$ cat src/rtl/pc_gen_pkg.sv
// Shared types, step/alignment constants and alignment helper for the PC generator.
// Define PC_COMPRESSED_EN for 2-byte steps and 2-byte target alignment.
package pc_gen_pkg;

   typedef enum logic [1:0] {
      BOOT,
      RUN,
      HALTED
   } state_e;

   typedef struct packed {
      logic [1:0] lo;
      logic       err;
   } align_t;

`ifdef PC_COMPRESSED_EN
   localparam logic [1:0] ALIGN_MASK = 2'b01;
   localparam int unsigned STEP    = 4;
   localparam int unsigned STEP_16 = 2;
`else
   localparam logic [1:0] ALIGN_MASK = 2'b11;
   localparam int unsigned STEP    = 4;
`endif

   // Only the low two target bits can ever be affected by alignment.
   function automatic align_t align_fn(input logic [1:0] lo);
      align_t r;
      r.lo  = lo & ~ALIGN_MASK;
      r.err = |(lo & ALIGN_MASK);
      return r;
   endfunction

endpackage

$ cat src/rtl/pc_redirect_arb.sv
// Combinational trap/redirect priority select with target alignment.
// Alignment width follows PC_COMPRESSED_EN through pc_gen_pkg.
module pc_redirect_arb
   import pc_gen_pkg::*;
#(
   parameter int XLEN = 32
) (
   input  logic            trap_valid,
   input  logic [XLEN-1:0] trap_target,
   input  logic            redirect_valid,
   input  logic [XLEN-1:0] redirect_target,
   output logic            sel_valid,
   output logic [XLEN-1:0] sel_target,
   output logic            sel_misaligned
);

   logic [XLEN-1:0] raw;
   align_t          al;

   always_comb begin
      raw = redirect_target;
      if (trap_valid) raw = trap_target;
      al = align_fn(raw[1:0]);
   end

   assign sel_valid      = trap_valid | redirect_valid;
   assign sel_target     = {raw[XLEN-1:2], al.lo};
   assign sel_misaligned = sel_valid & al.err;

endmodule

$ cat src/rtl/pc_gen_unit.sv
// Fetch PC generator: boot cycle, sequential advance, trap/redirect flush, debug halt.
// Define PC_COMPRESSED_EN to add instr_is_16 and 2-byte stepping.
module pc_gen_unit
   import pc_gen_pkg::*;
#(
   parameter int              XLEN         = 32,
   parameter logic [XLEN-1:0] RESET_VECTOR = '0
) (
   input  logic            clk,
   input  logic            rst,
   input  logic            fetch_ready,
`ifdef PC_COMPRESSED_EN
   input  logic            instr_is_16,
`endif
   input  logic            redirect_valid,
   input  logic [XLEN-1:0] redirect_target,
   input  logic            trap_valid,
   input  logic [XLEN-1:0] trap_target,
   input  logic            halt_req,
   input  logic            resume_req,
   output logic [XLEN-1:0] pc_current,
   output logic            pc_valid,
   output logic            halted,
   output logic            redirect_pending,
   output logic            misaligned_err
);

   state_e          state_q, state_d;
   logic [XLEN-1:0] pc_q, pc_d;
   logic [XLEN-1:0] pend_tgt_q, pend_tgt_d;
   logic            pend_q, pend_d;
   logic            err_q, err_d;
   logic [XLEN-1:0] step;

   logic            sel_valid;
   logic [XLEN-1:0] sel_target;
   logic            sel_misaligned;

`ifdef PC_COMPRESSED_EN
   assign step = instr_is_16 ? XLEN'(STEP_16) : XLEN'(STEP);
`else
   assign step = XLEN'(STEP);
`endif

   pc_redirect_arb #(
      .XLEN(XLEN)
   ) u_arb (
      .trap_valid     (trap_valid),
      .trap_target    (trap_target),
      .redirect_valid (redirect_valid),
      .redirect_target(redirect_target),
      .sel_valid      (sel_valid),
      .sel_target     (sel_target),
      .sel_misaligned (sel_misaligned)
   );

   always_ff @(posedge clk) begin
      if (rst) state_q <= BOOT;
      else     state_q <= state_d;
   end

   always_comb begin
      state_d = state_q;
      unique case (state_q)
         BOOT:    state_d = RUN;
         RUN:     if (halt_req) state_d = HALTED;
         HALTED:  if (resume_req) state_d = RUN;
         default: state_d = BOOT;
      endcase
   end

   always_comb begin
      pc_valid = (state_q == RUN);
      halted   = (state_q == HALTED);
   end

   // A flush wins over a stall; a same-cycle request beats a stale pending one.
   always_comb begin
      pc_d       = pc_q;
      pend_d     = pend_q;
      pend_tgt_d = pend_tgt_q;
      err_d      = 1'b0;
      unique case (state_q)
         RUN: begin
            if (sel_valid) begin
               pc_d  = sel_target;
               err_d = sel_misaligned;
            end else if (fetch_ready) begin
               pc_d = pc_q + step;
            end
         end
         HALTED: begin
            if (resume_req) begin
               if (sel_valid) begin
                  pc_d  = sel_target;
                  err_d = sel_misaligned;
               end else if (pend_q) begin
                  pc_d = pend_tgt_q;
               end
               pend_d = 1'b0;
            end else if (sel_valid) begin
               pend_d     = 1'b1;
               pend_tgt_d = sel_target;
               err_d      = sel_misaligned;
            end
         end
         default: ;
      endcase
   end

   always_ff @(posedge clk) begin
      if (rst) begin
         pc_q       <= RESET_VECTOR;
         pend_q     <= 1'b0;
         pend_tgt_q <= '0;
         err_q      <= 1'b0;
      end else begin
         pc_q       <= pc_d;
         pend_q     <= pend_d;
         pend_tgt_q <= pend_tgt_d;
         err_q      <= err_d;
      end
   end

   assign pc_current       = pc_q;
   assign redirect_pending = pend_q;
   assign misaligned_err   = err_q;

endmodule

$ cat config.mk
export PLATFORM = sky130hd
export DESIGN_NAME = pc_gen_unit
export DESIGN_NICKNAME = d
export VERILOG_FILES = /design/src/rtl/pc_gen_pkg.sv /design/src/rtl/pc_redirect_arb.sv /design/src/rtl/pc_gen_unit.sv
export SDC_FILE = /design/constraint.sdc
export NUM_CORES = 1
export LEC_CHECK = 0
export ABC_AREA = 1
export CORE_ASPECT_RATIO = 0.75
export CORE_MARGIN = 4
export CORE_UTILIZATION = 36
export CTS_BUF_LIST = sky130_fd_sc_hd__clkbuf_2
export CTS_CLUSTER_SIZE = 14
export DETAILED_ROUTE_END_ITERATION = 16
export GPL_ROUTABILITY_DRIVEN = 0
export SETUP_SLACK_MARGIN = 0.4
export SLEW_MARGIN = 10
export SYNTH_ARGS = -nofsm -noshare
export SYNTH_HDL_FRONTEND = slang
export SYNTH_SLANG_ARGS = --single-unit
$ cat constraint.sdc
create_clock -name clk -period 1.95 [get_ports clk]
set_input_delay 0.39 -clock clk [delete_from_list [all_inputs] [get_ports clk]]
set_output_delay 0.39 -clock clk [all_outputs]
set_load 0.02 [all_outputs]
==> impl_metrics.env <==
export IMPL_ant_nets=0
export IMPL_clkPwrFrac=0.101
export IMPL_routed_wirelength_um=16700
export IMPL_seqPwrFrac=0.269
export IMPL_ir_drop_mv=0.694
export IMPL_yosysUniqueCellTypes=41
export IMPL_layout_drive_gt1_share=0.315
export IMPL_grt_max_degree=44
export IMPL_drt_initial_drc_count=538
export IMPL_syn_area_um2=4060
export IMPL_via_per_inst=5.42
export IMPL_period_share=0.906
export IMPL_internal_power_mw=4.41
export IMPL_critPathRequiredTime_ps=2370
export IMPL_power_frac_comb=0.630
export IMPL_cap_violations=0
export IMPL_syn_inst=627
export IMPL_clock_latency_ps=530
export IMPL_crit_path_start_kind="flip-flop"
export IMPL_wl_per_cell_um=17.7
export IMPL_final_util=0.598
export IMPL_num_io_pins=107
export IMPL_clk_pin_slew_ps=180
export IMPL_fin_ws_ps=183
export IMPL_stdcell_count=947
export IMPL_antenna_found_initial=1
export IMPL_grt_pass1_vias=4830
export IMPL_root_buffer="clkbuf_2"
export IMPL_skew_ps=30.0
export IMPL_fin_hold_ws_ps=435
export IMPL_path_buf_inv=4
export IMPL_num_vias=5136
export IMPL_grt_overflow=0
export IMPL_fmax_ghz=0.566
export IMPL_place_inst=869
export IMPL_htree_num_levels=3
export IMPL_start_util=0.370
export IMPL_route_detailed_drc=0
export IMPL_p_sw_mw=3.42
export IMPL_postCtsHoldBufs=0
export IMPL_slew_viol_final=0
export IMPL_port_buffers=104
export IMPL_nets=878
export IMPL_hold_path_class="in -> reg"
export IMPL_antenna_cells=0
export IMPL_swShare=0.437
export IMPL_power_leakage_nw=2.65
export IMPL_outcome="completed"
export IMPL_ys_seq_area_frac=0.315
export IMPL_worstPathArrival_ps=2180
export IMPL_layout_min_cycle_time_ps=1770
export IMPL_chipWidth_um=131
export IMPL_dp_slack_ps=-256
export IMPL_power_density_nw_per_um2=1190
export IMPL_cp_cell_sequence="inv_4 > ha_4 > inv_4 > buf_4 > nor2_4 > nand2_4 > nand3_4 > a211oi_1 > buf_4 > a21oi_1"
export IMPL_p_total_mw=7.83
export IMPL_rsz0062_at_grt="yes"
export IMPL_clock_path_buffers=2
export IMPL_grt_first_pass_wirelength_um=24800
export IMPL_rows=33
export IMPL_crit_type="reg -> reg"
export IMPL_dp_hpwl_um=10300
export IMPL_crit_path_end_kind="flip-flop"
export IMPL_hold_viol=0
export IMPL_fp_dieH_um=100
export IMPL_clock_sinks=64
export IMPL_core_region_area_um2=11000
export IMPL_worst_path_max_fanout=7
export IMPL_die_area_um2=13100
export IMPL_slowest_delay_ps=400
export IMPL_layout_area_overhead_vs_synth_pct=61.7
export IMPL_cp_slowest_cell="dfxtp_2"
export IMPL_grt_usage=0.242
export IMPL_cp_top_family="buffers and inverters"
export IMPL_cts_tree="yes"
export IMPL_synth_seq_cells=64
export IMPL_drtPass1Iterations=5
export IMPL_numCtsBuffers=9
export IMPL_postSynthAreaPerCell_um2=6.48
export IMPL_yosys_warnings=0
export IMPL_setup_viol=0
==> metal layers <==
metal | part of all wire | routed length [µm] | global-route usage
met1 | 0.46 | 7760 | 0.366
met2 | 0.43 | 7180 | 0.347
met4 | 0.0094 | 157 | 0.0545
met5 | 0 | 0 | 0
met3 | 0.098 | 1640 | 0.0559
==> power by group through the flow <==
stage	clock (mW)	combinational [mW]	sequential [mW]
6_report	0.790	4.94	2.10
5_1_grt	0.853	5.24	2.14
4_1_cts	0.806	3.88	2.06
3_5_place_dp	0	2.99	2.11
3_3_place_gp	0	2.94	2.11
2_1_floorplan	0	1.66	2.25
==> area by class of cell <==
class | count | area [µm²]
fillers | 1035 | 4410
multi-input cells | 486 | 2760
repair buffers | 195 | 1940
flip-flops and latches | 64 | 1390
inverters | 46 | 200
well taps | 140 | 175
clock buffers | 11 | 55.1
clock inverters | 5 | 47.5
==> kinds of logic (layout without fill, tap and decap cells) <==
kind of cell | after synthesis | in the layout | share of synthesized area
compound gates | 163 | 163 | 0.237
flops | 64 | 64 | 0.315
fa+ha+maj | 5 | 5 | 0.0154
xor+xnor | 4 | 4 | 0.00862
other cells | 1 | 2 | 0.000923
buf+inv | 79 | 257 | 0.0955
simple gates | 311 | 312 | 0.327
==> sequential cells by signal, summed over array words and instances (netlist names) <==
register / count
pend_tgt_q: 30
redirect_pending: 1
misaligned_err: 1
state_q: 2
pc_current: 30
==> cells in the mapped netlist, drive strengths merged <==
cell     number  area [µm²]
nor3          4        20.0
o21bai        5        37.5
or2           5        31.3
a221oi        2        17.5
conb          1        3.75
nand2       181         703
nand3        38         195
o21ai        61         305
a21oi        51         263
o21a          4        30.0
a311oi       10        87.6
o2111ai       2        23.8
a31oi         9        56.3
nor3b         1        7.51
buf          25         168
o211ai        1        7.51
xor2          2        17.5
dfxtp        64        1280
a21boi        4        30.0
clkbuf        8        37.5
inv          46         183
nor2         70         283
a211oi       14         105
nand4         1        6.26
nand3b       11        82.6
ha            5        62.6
xnor2         2        17.5
==> worst paths after layout <==
| kind | start | endpoint | slack [ps] | depth (start not counted) |
|---|---|---|---|---|
| min | trap_target[6] | pend_tgt_q[6] | 430 | 3 |
| max | state_q[0] | pc_current[27] | 180 | 10 |
| min reg2reg | pend_tgt_q[29] | pend_tgt_q[29] | 510 | 2 |
| max reg2reg | state_q[0] | pc_current[27] | 180 | 10 |
==> through the flow <==
step,setup TNS [ps],instance area [µm²]
4_1_cts,0,6100
3_5_place_dp,-6440,5390
6_report,0,6570
2_1_floorplan,0,4090
3_3_place_gp,-4260,5390
5_1_grt,0,6570
==> worst min-delay path, cell delays in order <==
cell and delay [ps]:
clkdlybuf4s50_1 390, nand2_1 80, a31oi_1 70
==> what timing repair did <==
action	CTS	global route
pin swaps	13	16
setup endpoints to repair	94	70
gates cloned	6	9
gates resized for setup	251	86
setup buffers	43	4
==> layout by cell type (no fill, tap or decap), types with 3 or more instances in the layout <==
cell / count
nand2_1: 175
clkdlybuf4s50_1: 70
buf_4: 61
nor2_1: 50
inv_1: 39
a21oi_1: 37
nand3_1: 35
dfxtp_1: 31
o21ai_1: 29
buf_2: 29
dfxtp_4: 28
o21ai_0: 22
buf_6: 15
a21oi_2: 14
nor2_2: 12
nand3b_1: 11
clkbuf_2: 11
nor2_4: 8
a211oi_1: 8
o21ai_2: 7
a31oi_1: 7
a311oi_1: 7
clkbuf_16: 7
buf_12: 7
o21bai_1: 5
buf_16: 5
dfxtp_2: 5
inv_4: 4
nand2_2: 4
a211oi_2: 4
a21boi_0: 4
o21a_1: 4
or2_2: 4
o21ai_4: 3
a311oi_2: 3
nor3_1: 3
ha_4: 3
Note: power is estimated with default switching activity, not from simulation.
